## src/rtl/mem_port_arbiter_pkg.sv

```systemverilog
`default_nettype none
// ============================================================================
// Module  : mem_arb_pkg
// Purpose : Shared tag encodings and defaults for the memory port arbiter.
// Revision: 1.0 - initial release
// ============================================================================
package mem_arb_pkg;

  typedef enum logic [1:0] {
    SRC_NONE = 2'b00,
    SRC_IF   = 2'b01,
    SRC_LD   = 2'b10
  } src_tag_e;

  localparam int DEF_ADDR_W     = 64;
  localparam int DEF_DATA_W     = 64;
  localparam int DEF_MEM_LAT    = 2;
  localparam int DEF_STARVE_MAX = 4;

  function automatic int starve_cnt_width(input int max_cnt);
    return (max_cnt < 1) ? 1 : $clog2(max_cnt + 1);
  endfunction

endpackage
`default_nettype wire

```

## src/rtl/mem_port_arbiter_if.sv

```systemverilog
`default_nettype none
// ============================================================================
// Module  : mem_arb_if
// Purpose : Fetch, data and memory-side signals of the memory port arbiter.
// Revision: 1.0 - initial release
// ============================================================================
interface mem_arb_if
  import mem_arb_pkg::*;
#(
  parameter int ADDR_W = DEF_ADDR_W,
  parameter int DATA_W = DEF_DATA_W
);
  logic                  if_req;
  logic [ADDR_W-1:0]     if_addr;
  logic                  if_flush;
  logic                  if_gnt;
  logic                  if_rvalid;
  logic [DATA_W-1:0]     if_rdata;
  logic                  d_req;
  logic                  d_we;
  logic [ADDR_W-1:0]     d_addr;
  logic [DATA_W-1:0]     d_wdata;
  logic [DATA_W/8-1:0]   d_wstrb;
  logic                  d_gnt;
  logic                  d_rvalid;
  logic [DATA_W-1:0]     d_rdata;
  logic                  mem_en;
  logic                  mem_we;
  logic [ADDR_W-1:0]     mem_addr;
  logic [DATA_W-1:0]     mem_wdata;
  logic [DATA_W/8-1:0]   mem_wstrb;
  logic [DATA_W-1:0]     mem_rdata;
  logic                  if_stall;
  logic                  d_stall;

  modport slave (
    input  if_req, if_addr, if_flush, d_req, d_we, d_addr, d_wdata, d_wstrb, mem_rdata,
    output if_gnt, if_rvalid, if_rdata, d_gnt, d_rvalid, d_rdata,
           mem_en, mem_we, mem_addr, mem_wdata, mem_wstrb, if_stall, d_stall
  );

  modport master (
    output if_req, if_addr, if_flush, d_req, d_we, d_addr, d_wdata, d_wstrb, mem_rdata,
    input  if_gnt, if_rvalid, if_rdata, d_gnt, d_rvalid, d_rdata,
           mem_en, mem_we, mem_addr, mem_wdata, mem_wstrb, if_stall, d_stall
  );

endinterface
`default_nettype wire

```

## src/rtl/mem_port_arbiter_resp_tag_pipe.sv

```systemverilog
`default_nettype none
// ============================================================================
// Module  : resp_tag_pipe
// Purpose : Tracks the owner of each in-flight read through the memory pipe.
// Revision: 1.0 - initial release
// ============================================================================
module resp_tag_pipe
  import mem_arb_pkg::*;
#(
  parameter int MEM_LAT = DEF_MEM_LAT
) (
  input  logic     clk,
  input  logic     rst,
  input  src_tag_e in_tag_i,
  input  logic     kill_if_i,
  output src_tag_e out_tag_o,
  output logic     if_pending_o,
  output logic     ld_pending_o
);

  src_tag_e tag_q [MEM_LAT];
  src_tag_e tag_d [MEM_LAT];

  // A flush kills tags already in flight; the tag entering this edge is for the new PC.
  always_comb begin
    tag_d[0] = in_tag_i;
    for (int i = 1; i < MEM_LAT; i++) begin
      tag_d[i] = (kill_if_i && tag_q[i-1] == SRC_IF) ? SRC_NONE : tag_q[i-1];
    end
  end

  always_comb begin
    if_pending_o = 1'b0;
    ld_pending_o = 1'b0;
    for (int i = 0; i < MEM_LAT - 1; i++) begin
      if (tag_q[i] == SRC_IF) if_pending_o = 1'b1;
      if (tag_q[i] == SRC_LD) ld_pending_o = 1'b1;
    end
  end

  always_ff @(posedge clk or posedge rst) begin
    if (rst) begin
      for (int i = 0; i < MEM_LAT; i++) tag_q[i] <= SRC_NONE;
    end else begin
      tag_q <= tag_d;
    end
  end

  assign out_tag_o = tag_q[MEM_LAT-1];

endmodule
`default_nettype wire

```

## src/rtl/mem_port_arbiter.sv

```systemverilog
`default_nettype none
// ============================================================================
// Module  : mem_port_arbiter
// Purpose : Shares one pipelined memory port between fetch and load/store.
// Revision: 1.0 - initial release
// ============================================================================
module mem_port_arbiter
  import mem_arb_pkg::*;
#(
  parameter int ADDR_W     = DEF_ADDR_W,
  parameter int DATA_W     = DEF_DATA_W,
  parameter int MEM_LAT    = DEF_MEM_LAT,
  parameter int STARVE_MAX = DEF_STARVE_MAX
) (
  input logic      clk,
  input logic      rst,
  mem_arb_if.slave bus
);

  localparam int               CNT_W   = starve_cnt_width(STARVE_MAX);
  localparam logic [CNT_W-1:0] CNT_MAX = CNT_W'(STARVE_MAX);

  logic [CNT_W-1:0]    starve_q, starve_d;
  logic                force_fetch, if_gnt, d_gnt, ld_gnt;
  logic [ADDR_W-1:0]   mem_addr;
  logic [DATA_W-1:0]   mem_wdata;
  logic [DATA_W/8-1:0] mem_wstrb;
  src_tag_e            in_tag, out_tag;
  logic                if_pending, ld_pending;

  // Grants are masked by rst so every output is quiet while reset is held.
  always_comb begin
    force_fetch = (starve_q == CNT_MAX);
    d_gnt       = ~rst & bus.d_req & ~(force_fetch & bus.if_req);
    if_gnt      = ~rst & bus.if_req & ~d_gnt;
    ld_gnt      = d_gnt & ~bus.d_we;
    mem_addr    = '0;
    mem_wdata   = '0;
    mem_wstrb   = '0;
    if (d_gnt) begin
      mem_addr = bus.d_addr;
      if (bus.d_we) begin
        mem_wdata = bus.d_wdata;
        mem_wstrb = bus.d_wstrb;
      end
    end else if (if_gnt) begin
      mem_addr = bus.if_addr;
    end
    in_tag = SRC_NONE;
    if (if_gnt)      in_tag = SRC_IF;
    else if (ld_gnt) in_tag = SRC_LD;
    starve_d = '0;
    if (bus.if_req & ~if_gnt) starve_d = force_fetch ? starve_q : starve_q + CNT_W'(1);
  end

  always_ff @(posedge clk or posedge rst) begin
    if (rst) starve_q <= '0;
    else     starve_q <= starve_d;
  end

  resp_tag_pipe #(.MEM_LAT(MEM_LAT)) u_tag_pipe (
    .clk          (clk),
    .rst          (rst),
    .in_tag_i     (in_tag),
    .kill_if_i    (bus.if_flush),
    .out_tag_o    (out_tag),
    .if_pending_o (if_pending),
    .ld_pending_o (ld_pending)
  );

  assign bus.if_gnt    = if_gnt;
  assign bus.d_gnt     = d_gnt;
  assign bus.mem_en    = if_gnt | d_gnt;
  assign bus.mem_we    = d_gnt & bus.d_we;
  assign bus.mem_addr  = mem_addr;
  assign bus.mem_wdata = mem_wdata;
  assign bus.mem_wstrb = mem_wstrb;

  assign bus.if_rvalid = (out_tag == SRC_IF);
  assign bus.if_rdata  = (out_tag == SRC_IF) ? bus.mem_rdata : '0;
  assign bus.d_rvalid  = (out_tag == SRC_LD);
  assign bus.d_rdata   = (out_tag == SRC_LD) ? bus.mem_rdata : '0;

  assign bus.if_stall  = ~rst & ((bus.if_req & ~if_gnt) | if_pending | if_gnt);
  assign bus.d_stall   = ~rst & ((bus.d_req & ~d_gnt) | ld_pending | ld_gnt);

endmodule
`default_nettype wire

```

## src/flat_wrapper.sv

```systemverilog
// flat-port wrapper written by rule: the top's interface ports become plain ports
module mem_port_arbiter_flat import mem_arb_pkg::*;
#(
  parameter int ADDR_W     = DEF_ADDR_W,
  parameter int DATA_W     = DEF_DATA_W,
  parameter int MEM_LAT    = DEF_MEM_LAT,
  parameter int STARVE_MAX = DEF_STARVE_MAX
)
  (clk, rst, bus_if_req, bus_if_addr, bus_if_flush, bus_d_req, bus_d_we, bus_d_addr, bus_d_wdata, bus_d_wstrb, bus_mem_rdata, bus_if_gnt, bus_if_rvalid, bus_if_rdata, bus_d_gnt, bus_d_rvalid, bus_d_rdata, bus_mem_en, bus_mem_we, bus_mem_addr, bus_mem_wdata, bus_mem_wstrb, bus_if_stall, bus_d_stall);
  mem_arb_if #(.ADDR_W(ADDR_W), .DATA_W(DATA_W)) bus_i ();
  input logic clk;
  input logic rst;
  input wire logic [$bits(bus_i.if_req)-1:0] bus_if_req;
  input wire logic [$bits(bus_i.if_addr)-1:0] bus_if_addr;
  input wire logic [$bits(bus_i.if_flush)-1:0] bus_if_flush;
  input wire logic [$bits(bus_i.d_req)-1:0] bus_d_req;
  input wire logic [$bits(bus_i.d_we)-1:0] bus_d_we;
  input wire logic [$bits(bus_i.d_addr)-1:0] bus_d_addr;
  input wire logic [$bits(bus_i.d_wdata)-1:0] bus_d_wdata;
  input wire logic [$bits(bus_i.d_wstrb)-1:0] bus_d_wstrb;
  input wire logic [$bits(bus_i.mem_rdata)-1:0] bus_mem_rdata;
  output wire logic [$bits(bus_i.if_gnt)-1:0] bus_if_gnt;
  output wire logic [$bits(bus_i.if_rvalid)-1:0] bus_if_rvalid;
  output wire logic [$bits(bus_i.if_rdata)-1:0] bus_if_rdata;
  output wire logic [$bits(bus_i.d_gnt)-1:0] bus_d_gnt;
  output wire logic [$bits(bus_i.d_rvalid)-1:0] bus_d_rvalid;
  output wire logic [$bits(bus_i.d_rdata)-1:0] bus_d_rdata;
  output wire logic [$bits(bus_i.mem_en)-1:0] bus_mem_en;
  output wire logic [$bits(bus_i.mem_we)-1:0] bus_mem_we;
  output wire logic [$bits(bus_i.mem_addr)-1:0] bus_mem_addr;
  output wire logic [$bits(bus_i.mem_wdata)-1:0] bus_mem_wdata;
  output wire logic [$bits(bus_i.mem_wstrb)-1:0] bus_mem_wstrb;
  output wire logic [$bits(bus_i.if_stall)-1:0] bus_if_stall;
  output wire logic [$bits(bus_i.d_stall)-1:0] bus_d_stall;
  assign bus_i.if_req = bus_if_req;
  assign bus_i.if_addr = bus_if_addr;
  assign bus_i.if_flush = bus_if_flush;
  assign bus_i.d_req = bus_d_req;
  assign bus_i.d_we = bus_d_we;
  assign bus_i.d_addr = bus_d_addr;
  assign bus_i.d_wdata = bus_d_wdata;
  assign bus_i.d_wstrb = bus_d_wstrb;
  assign bus_i.mem_rdata = bus_mem_rdata;
  assign bus_if_gnt = bus_i.if_gnt;
  assign bus_if_rvalid = bus_i.if_rvalid;
  assign bus_if_rdata = bus_i.if_rdata;
  assign bus_d_gnt = bus_i.d_gnt;
  assign bus_d_rvalid = bus_i.d_rvalid;
  assign bus_d_rdata = bus_i.d_rdata;
  assign bus_mem_en = bus_i.mem_en;
  assign bus_mem_we = bus_i.mem_we;
  assign bus_mem_addr = bus_i.mem_addr;
  assign bus_mem_wdata = bus_i.mem_wdata;
  assign bus_mem_wstrb = bus_i.mem_wstrb;
  assign bus_if_stall = bus_i.if_stall;
  assign bus_d_stall = bus_i.d_stall;
  mem_port_arbiter #(.ADDR_W(ADDR_W), .DATA_W(DATA_W), .MEM_LAT(MEM_LAT), .STARVE_MAX(STARVE_MAX)) u_core (.clk(clk), .rst(rst), .bus(bus_i));
endmodule
```

## config.mk

```make
export PLATFORM = sky130hd
export DESIGN_NAME = mem_port_arbiter_flat
export DESIGN_NICKNAME = d
export VERILOG_FILES = /design/src/rtl/mem_port_arbiter_pkg.sv /design/src/rtl/mem_port_arbiter_if.sv /design/src/rtl/mem_port_arbiter_resp_tag_pipe.sv /design/src/rtl/mem_port_arbiter.sv /design/src/flat_wrapper.sv
export SDC_FILE = /design/constraint.sdc
export NUM_CORES = 1
export LEC_CHECK = 0
export ABC_CLOCK_PERIOD_IN_PS = 4000
export CAP_MARGIN = 20
export CORE_AREA = 5 5 207 209
export CTS_CLUSTER_DIAMETER = 30
export DETAILED_ROUTE_END_ITERATION = 8
export DIE_AREA = 0 0 212 214
export PLACE_DENSITY = 0.38
export SLEW_MARGIN = 20
export SYNTH_ARGS = -nofsm -noshare
export SYNTH_HDL_FRONTEND = slang
export SYNTH_SLANG_ARGS = --single-unit
```

## constraint.sdc

```tcl
create_clock -name clk -period 4 [get_ports clk]
set_clock_uncertainty 0.15 [all_clocks]
set_input_delay 0.8 -clock clk [delete_from_list [all_inputs] [get_ports clk]]
set_output_delay 0.8 -clock clk [all_outputs]
set_load 0.1 [all_outputs]
```

==> metrics.md, run 1 <==
| Metric | Value |
|---|---|
| Run status | `finished, final reports clean` |
| Pre-antenna DRT Iters | `4` |
| Comb pwr share | `85.4%` |
| Main flop type after synthesis | `dfrtp_1` |
| Final worst-path cycle share | `89.1%` |
| DRC | `0` |
| XOR/XNOR share of the synthesized area | `0%` |
| Slew HR | `57.7%` |
| RSZ-0062 raised after global routing | `false` |
| Synth Register Bits | `7` |
| Die ar. | `45400 µm²` |
| Setup TNS | `0 ns` |
| Cell variety after synth | `26` |
| Reg-to-reg critical path endpoint | `u_core.starve_q[2]` |
| Most frequent cell after synthesis | `and2_1` |
| Crit path cell chain | `clkdlybuf4s50_1 -> nor2b_2 -> and2_4 -> buf_4 -> a22o_1 -> buf_12` |
| Leakage | `4.04 nW` |
| Power per cell area | `177 nW/µm²` |
| Synth Area in Simple Gates | `55.1%` |
| Final instance area | `9560 µm²` |
| Initial core utilization | `6.08%` |
| Sequential share of power | `4.6%` |
| I/O Buffers | `541` |
| Largest net degree at the start of global routing | `74` |
| Slew Viols, Final | `0` |
| Fin util | `23.5%` |
| Max_cap viols | `0` |
| WS Path Type | `in2out` |
| Hold path start | `u_core.u_tag_pipe.tag_q[3]` |
| Initial antenna violation count | `0` |
| Synth top area share | `50.6%` |
| Post-cts hold buffer count | `0` |
| Vias post-DR | `4444` |
| Slowest CP cell | `clkdlybuf4s50_1` |
| CP max FO | `28` |
| Post-synth ARST share | `100%` |
| Total grt overflow | `0` |
| Largest cells by area after synthesis | `and2_1 (51%), a22o_1 (23%), dfrtp_1 (7.1%)` |
| Buf+Inv Stages, Crit Path | `3` |
| Reg clk slew, reported paths | `0.04 ns` |
| Die Y | `214 µm` |
| Placed cells | `1389` |
| First-pass GRT wire length | `31800 µm` |
| Post-synthesis mux area share | `0%` |
| Reg2Reg Depth | `6` |
| Cell count along the critical path | `6` |
| Area Growth Syn to Fin | `287%` |
| Largest family of logic cells by synthesized area | `simple AND/OR/NAND/NOR gates` |
| Initial drt markers | `137` |
| Post-synth top area cell | `and2_1` |
| Share of layout cells above drive strength 1 | `33.6%` |
| Clock power frac | `10.0%` |
| Vias in the first global route | `4600` |
| Synth Area in Adders | `1.01%` |
| CTS Buf Count | `3` |
| Sw Share | `54.5%` |
| # resized after CTS | `0` |
| Nets | `1134` |
| TritonCTS clock tree | `done` |
| CTS Sinks | `7` |
| CTS H-tree depth | `1` |
| Crit path largest cell delay | `0.58 ns` |
| Worst setup EP type | `primary output` |
| Final GP Congestion | `0.801` |
| Final critical-path required period | `3.56 ns` |
| Area after DPL | `9480 µm²` |
| Top post-synthesis cells by count | `and2_1 (200), a22o_1 (64), clkbuf_1 (15)` |
| Crit. Startpoint | `bus_d_req` |
| Core Area | `40600 µm²` |
| P_int | `0.772 mW` |
| Worst IR drop on VDD | `0.0000977 V` |
| Final setup violation count | `0` |
| Antenna viol nets, final | `0` |
| Clock Path Buffers | `2` |
| Highest clock rate | `281 MHz` |
| DIE WIDTH | `212 µm` |
| Arrival time at the worst endpoint | `2.61 ns` |
| Number of diodes | `0` |
| Routed WL per cell | `17.0 µm` |
| Data required, critical path | `3.05 ns` |
| Clk root buf | `clkbuf_16` |
| Worst-margin pin slew | `0.633 ns` |
| Post-Syn Area per Cell | `7.15 µm²` |
| Area fraction in compound gates after synthesis | `25.1%` |
| Hold Path End | `u_core.u_tag_pipe.out_tag_o[1]` |
| Hold crit path type | `reg2reg` |
| R2R Setup Slk | `2.40 ns` |
| WHS Path Cells | `0` |
| Post-Syn Area | `2470 µm²` |
| Worst r2r src | `u_core.starve_q[0]` |
| Final HPWL from detailed placement | `21200 µm` |
| P_sw | `0.924 mW` |
| Seq/Total Area, Yosys | `7.09%` |
| Crit start category | `input port` |
| Post-synth EDFFs | `0` |
| Yosys warns | `0` |
| Vias per cell | `3.19` |
| I/O pins | `542` |
| Overall routing resource usage | `9.39%` |
| Post-CTS Setup Inserts | `0` |
| Syn Nets | `618` |
| Worst-Skew Late Latency | `0.23 ns` |
| Routed wire length | `23600 µm` |
| Hold Vio Cnt, Final | `0` |
| Final non-filler cell total | `1393` |
| Mapped Cells | `346` |
| # rows | `74` |
| Largest delay share family, worst path | `buffers and inverters` |
cell type report:
type,instances,area [µm²]
fill,4418,31100
timing repair buffer,549,6600
multi-input combinational,296,2030
tap,532,666
sequential,7,175
clock buffer,4,78.8
inverter,5,18.8
flip-flops by register name (all words and copies together) (netlist names):
signal                       flops
u_core.starve_q                  3
u_core.u_tag_pipe.out_tag_o      2
u_core.u_tag_pipe.tag_q          2
routing by layer:
metal	share of wire (%)	global-route usage, %	vias to the layer above
met5	0	0	-
met4	0.62	1.18	0
met3	11	2.90	6
met2	56	19.6	302
met1	33	8.97	1957
li1	-	-	2179
worst reg2reg max path, delay by kind of cell (launching register included):
family	cells	cell delay (ns)
and+or+nand+nor	2	0.21
adders and majority gates	1	0.24
DFF	1	0.39
buffers and inverters	2	0.29
AOI/OAI and AO/OA	1	0.20
worst max-delay path by stage:
stage	endpoint	slack (ns)
finish	bus_mem_addr[21]	0.44
global route	bus_mem_addr[21]	0.32
CTS	bus_mem_addr[21]	0.40
detailed placement	bus_mem_addr[21]	0.41
global placement	bus_mem_addr[26]	0.44
floorplan	bus_mem_addr[54]	0.55
cell usage in the layout (no fill, tap or decap), drive strengths merged:
cell	netlist	layout
clkdlybuf4s50	0	269
ha	2	2
nor2	5	5
nand2	6	6
inv	5	5
o22ai	2	2
buf	23	280
dfrtp	7	7
a22o	64	64
clkbuf	15	4
nor3	1	1
a21boi	2	2
nand3	2	2
o21ai	2	2
nand2b	1	1
a21oi	2	2
nor2b	3	3
and2	201	201
o21a	1	1
and3	2	2
power by group through the flow:
| stage | sequential, mW | clock, mW | combinational (mW) |
|---|---|---|---|
| floorplan | 0.0776 | 0 | 0.816 |
| global placement | 0.0790 | 0 | 1.46 |
| detailed placement | 0.0789 | 0 | 1.46 |
| CTS | 0.0782 | 0.171 | 1.46 |
| global route | 0.0787 | 0.176 | 1.49 |
| finish | 0.0781 | 0.169 | 1.45 |
cell families after synthesis:
logic type,Yosys count
and+or+nand+nor,221
AOI/OAI and AO/OA,73
buffers and inverters,43
DFF,7
adders and majority gates,2
through the flow:
stage / power, mW / hold WS, ns / setup slack (ns)
finish: 1.70 / 0.219 / 0.437
CTS: 1.71 / 0.223 / 0.403
global route: 1.75 / 0.234 / 0.325
floorplan: 0.893 / 0.279 / 0.547
global placement: 1.54 / 0.210 / 0.440
detailed placement: 1.54 / 0.217 / 0.409
No activity file was read; power rests on OpenSTA's default activity.
==> run 2: changes to the inputs <==
--- a/config.mk
+++ b/config.mk
@@ -5,13 +5,15 @@
 export SDC_FILE = /design/constraint.sdc
 export NUM_CORES = 1
 export LEC_CHECK = 0
-export ABC_CLOCK_PERIOD_IN_PS = 4000
+export ABC_CLOCK_PERIOD_IN_PS = 2900
 export CAP_MARGIN = 20
-export CORE_AREA = 5 5 207 209
+export CORE_AREA = 5 5 206 208
 export CTS_CLUSTER_DIAMETER = 30
 export DETAILED_ROUTE_END_ITERATION = 8
-export DIE_AREA = 0 0 212 214
-export PLACE_DENSITY = 0.38
+export DIE_AREA = 0 0 211 213
+export GPL_TIMING_DRIVEN = 0
+export PLACE_DENSITY = 0.4
+export RECOVER_POWER = 100
 export SLEW_MARGIN = 20
 export SYNTH_ARGS = -nofsm -noshare
 export SYNTH_HDL_FRONTEND = slang
==> constraint.sdc (replaced) <==
create_clock -name clk -period 2.9 [get_ports clk]
set_clock_uncertainty 0.15 [all_clocks]
set_input_delay 0.58 -clock clk [delete_from_list [all_inputs] [get_ports clk]]
set_output_delay 0.58 -clock clk [all_outputs]
set_load 0.1 [all_outputs]
==> run 2 against run 1 <==
Effect of this change:
- sequential share of layout area increased by 0.30 points
- via count increased by 4.1%
- worst setup slack got worse by 0.37 ns
- power increased by 27%
- cell area decreased by 14%
- critical endpoint is now bus_if_rdata[58]
- largest cell class unchanged
==> metrics.md, run 2 (synthesized netlist as in run 1, its figures left out) <==
| Metric | Value |
|---|---|
| Hold path start | `u_core.u_tag_pipe.tag_q[3] (unchanged)` |
| Final setup violation count | `0 (unchanged)` |
| Worst-Skew Late Latency | `0.23 ns (about the same)` |
| Vias post-DR | `4628 (was 4444)` |
| R2R Setup Slk | `1.31 ns (was 2.40 ns)` |
| Crit path largest cell delay | `0.85 ns (was 0.58 ns)` |
| DIE WIDTH | `211 µm (was 212 µm)` |
| CTS H-tree depth | `1 (unchanged)` |
| Clock power frac | `10.7% (was 10.0%)` |
| Area Growth Syn to Fin | `233% (was 287%)` |
| Final critical-path required period | `2.83 ns` |
| Buf+Inv Stages, Crit Path | `2 (was 3)` |
| Nets | `1164 (was 1134)` |
| Crit. Startpoint | `bus_mem_rdata[58] (was bus_d_req)` |
| Largest net degree at the start of global routing | `12 (was 74)` |
| Highest clock rate | `353 MHz` |
| Routed WL per cell | `18.2 µm (was 17.0 µm)` |
| Most frequent cells in the layout | `clkdlybuf4s50_1 (265), and2_1 (161), buf_6 (97) (was clkdlybuf4s50_1 (269), and2_1 (200), buf_12 (144))` |
| I/O pins | `542 (unchanged)` |
| Reg with most FFs | `u_core.starve_q (unchanged)` |
| Total grt overflow | `0 (unchanged)` |
| TritonCTS clock tree | `done (unchanged)` |
| Comb pwr share | `84.3% (was 85.4%)` |
| CTS Sinks | `7 (unchanged)` |
| Die ar. | `44900 µm² (was 45400 µm²)` |
| Fin util | `20.4% (was 23.5%)` |
| Max FFs per register | `3 (unchanged)` |
| Worst IR drop on VDD | `0.000117 V (was 0.0000977 V)` |
| Crit start category | `input port (unchanged)` |
| Initial drt markers | `89 (was 137)` |
| Power per cell area | `262 nW/µm² (was 177 nW/µm²)` |
| Overall routing resource usage | `10.1% (was 9.39%)` |
| Share of layout cells above drive strength 1 | `34.6% (was 33.6%)` |
| Pre-antenna DRT Iters | `4 (unchanged)` |
| Leakage | `3.78 nW (was 4.04 nW)` |
| Final GP Congestion | `0.891 (was 0.801)` |
| P_sw | `1.26 mW (was 0.924 mW)` |
| CP max FO | `2 (was 28)` |
| Sw Share | `58.5% (was 54.5%)` |
| Largest delay share family, worst path | `buffers and inverters (unchanged)` |
| WS Path Type | `in2out (unchanged)` |
| Slew Viols, Final | `0 (unchanged)` |
| Core Area | `40400 µm² (was 40600 µm²)` |
| Final worst-path cycle share | `97.6%` |
| # rows | `74 (unchanged)` |
| Hold Vio Cnt, Final | `0 (unchanged)` |
| DRC | `0 (unchanged)` |
| Max_cap viols | `0 (unchanged)` |
| Antenna viol nets, final | `0 (unchanged)` |
| Most common cell after layout, fill and taps aside | `clkdlybuf4s50_1 (unchanged)` |
| Initial core utilization | `6.12% (was 6.08%)` |
| Routed wire length | `25900 µm (was 23600 µm)` |
| Clk root buf | `clkbuf_16 (unchanged)` |
| Die Y | `213 µm (was 214 µm)` |
| Setup TNS | `0 ns (unchanged)` |
| Run status | `finished, final reports clean (unchanged)` |
| Worst r2r src | `u_core.starve_q[0] (unchanged)` |
| Initial antenna violation count | `5 (was 0)` |
| Slew HR | `16.1% (was 57.7%)` |
| Hold crit path type | `reg2reg (unchanged)` |
| Vias in the first global route | `5032 (was 4600)` |
| Worst setup EP type | `primary output (unchanged)` |
| Clock Path Buffers | `2 (unchanged)` |
| Worst-margin pin slew | `1.26 ns (was 0.633 ns)` |
| Vias per cell | `3.25 (was 3.19)` |
| I/O Buffers | `540 (was 541)` |
| Arrival time at the worst endpoint | `2.10 ns (was 2.61 ns)` |
| Setup ws final | `0.0682 ns (was 0.437 ns)` |
| DP Worst Slack | `-1.42 ns (was 0.409 ns)` |
| Final HPWL from detailed placement | `23500 µm (was 21200 µm)` |
| Crit path cell chain | `clkdlybuf4s50_1 -> and2_1 -> dlygate4sd2_1 (was clkdlybuf4s50_1 -> nor2b_2 -> and2_4 -> buf_4 -> a22o_1 -> buf_12)` |
| Slowest CP cell | `dlygate4sd2_1 (was clkdlybuf4s50_1)` |
| P_int | `0.895 mW (was 0.772 mW)` |
| CTS Buf Count | `3 (unchanged)` |
| First-pass GRT wire length | `34200 µm (was 31800 µm)` |
| Sequential share of power | `5.0% (was 4.6%)` |
| Data required, critical path | `2.17 ns (was 3.05 ns)` |
| Reg clk slew, reported paths | `0.03 ns (was 0.04 ns)` |
| Final Hold Slack | `0.298 ns (was 0.219 ns)` |
run 2: routing by layer:
metal	vias to the layer above	wire (µm)	GRT usage, %
met4	6	518	2.28
met2	341	13200	19.3
met3	22	2980	3.88
met5	-	34	0
li1	2234	-	-
met1	2025	9110	10.5
run 2: path summary, 6_finish.rpt:
path / endpoint / cells past startpoint
min in group asynchronous: u_core.starve_q[2] / 2
worst min register to register: u_core.u_tag_pipe.out_tag_o[1] / 1
max in group asynchronous: u_core.u_tag_pipe.out_tag_o[1] / 2
worst max-delay path: bus_if_rdata[58] / 3
worst min-delay path: u_core.u_tag_pipe.out_tag_o[1] / 1
worst max register to register: u_core.starve_q[2] / 6
run 2: cell type report:
type	count	area (µm²)
Tap cell	532	666
Multi-Input combinational cell	296	2100
Sequential cell	7	175
Fill cell	4603	32100
Inverter	5	18.8
Antenna cell	1	2.50
Buffer	38	300
Timing Repair Buffer	541	4890
Clock buffer	4	78.8
run 2: power by group through the flow:
stage / sequential, mW / combinational [mW] / clock [mW]
2_1_floorplan: 0.107 / 1.13 / 0
3_3_place_gp: 0.109 / 1.83 / 0
3_5_place_dp: 0.109 / 1.83 / 0
4_1_cts: 0.107 / 1.80 / 0.234
5_1_grt: 0.108 / 1.88 / 0.238
6_report: 0.107 / 1.82 / 0.231
run 2: timing repair:
item | CTS | global route
buffers inserted | 0 | 1
pin swaps | 0 | 1
endpoints found under the setup margin | 272 | 180
hold buffers | 0 | 0
gates resized for setup | 1335 | 223
run 2: through the flow:
stage	cells	instance area [µm²]	power (mW)
after floorplan	346	2490	1.23
after global placement	1418	8560	1.94
after detailed placement	1418	8560	1.94
after CTS	1422	8080	2.14
after global routing	1423	8230	2.23
final	1424	8230	2.16
==> run 3: changes to the inputs <==
--- a/config.mk
+++ b/config.mk
@@ -6,7 +6,6 @@
 export NUM_CORES = 1
 export LEC_CHECK = 0
 export ABC_CLOCK_PERIOD_IN_PS = 2900
-export CAP_MARGIN = 20
 export CORE_AREA = 5 5 206 208
 export CTS_CLUSTER_DIAMETER = 30
 export DETAILED_ROUTE_END_ITERATION = 8
==> results of run 3 <==
Final layout, timing and power as in run 2 (identical DEF).
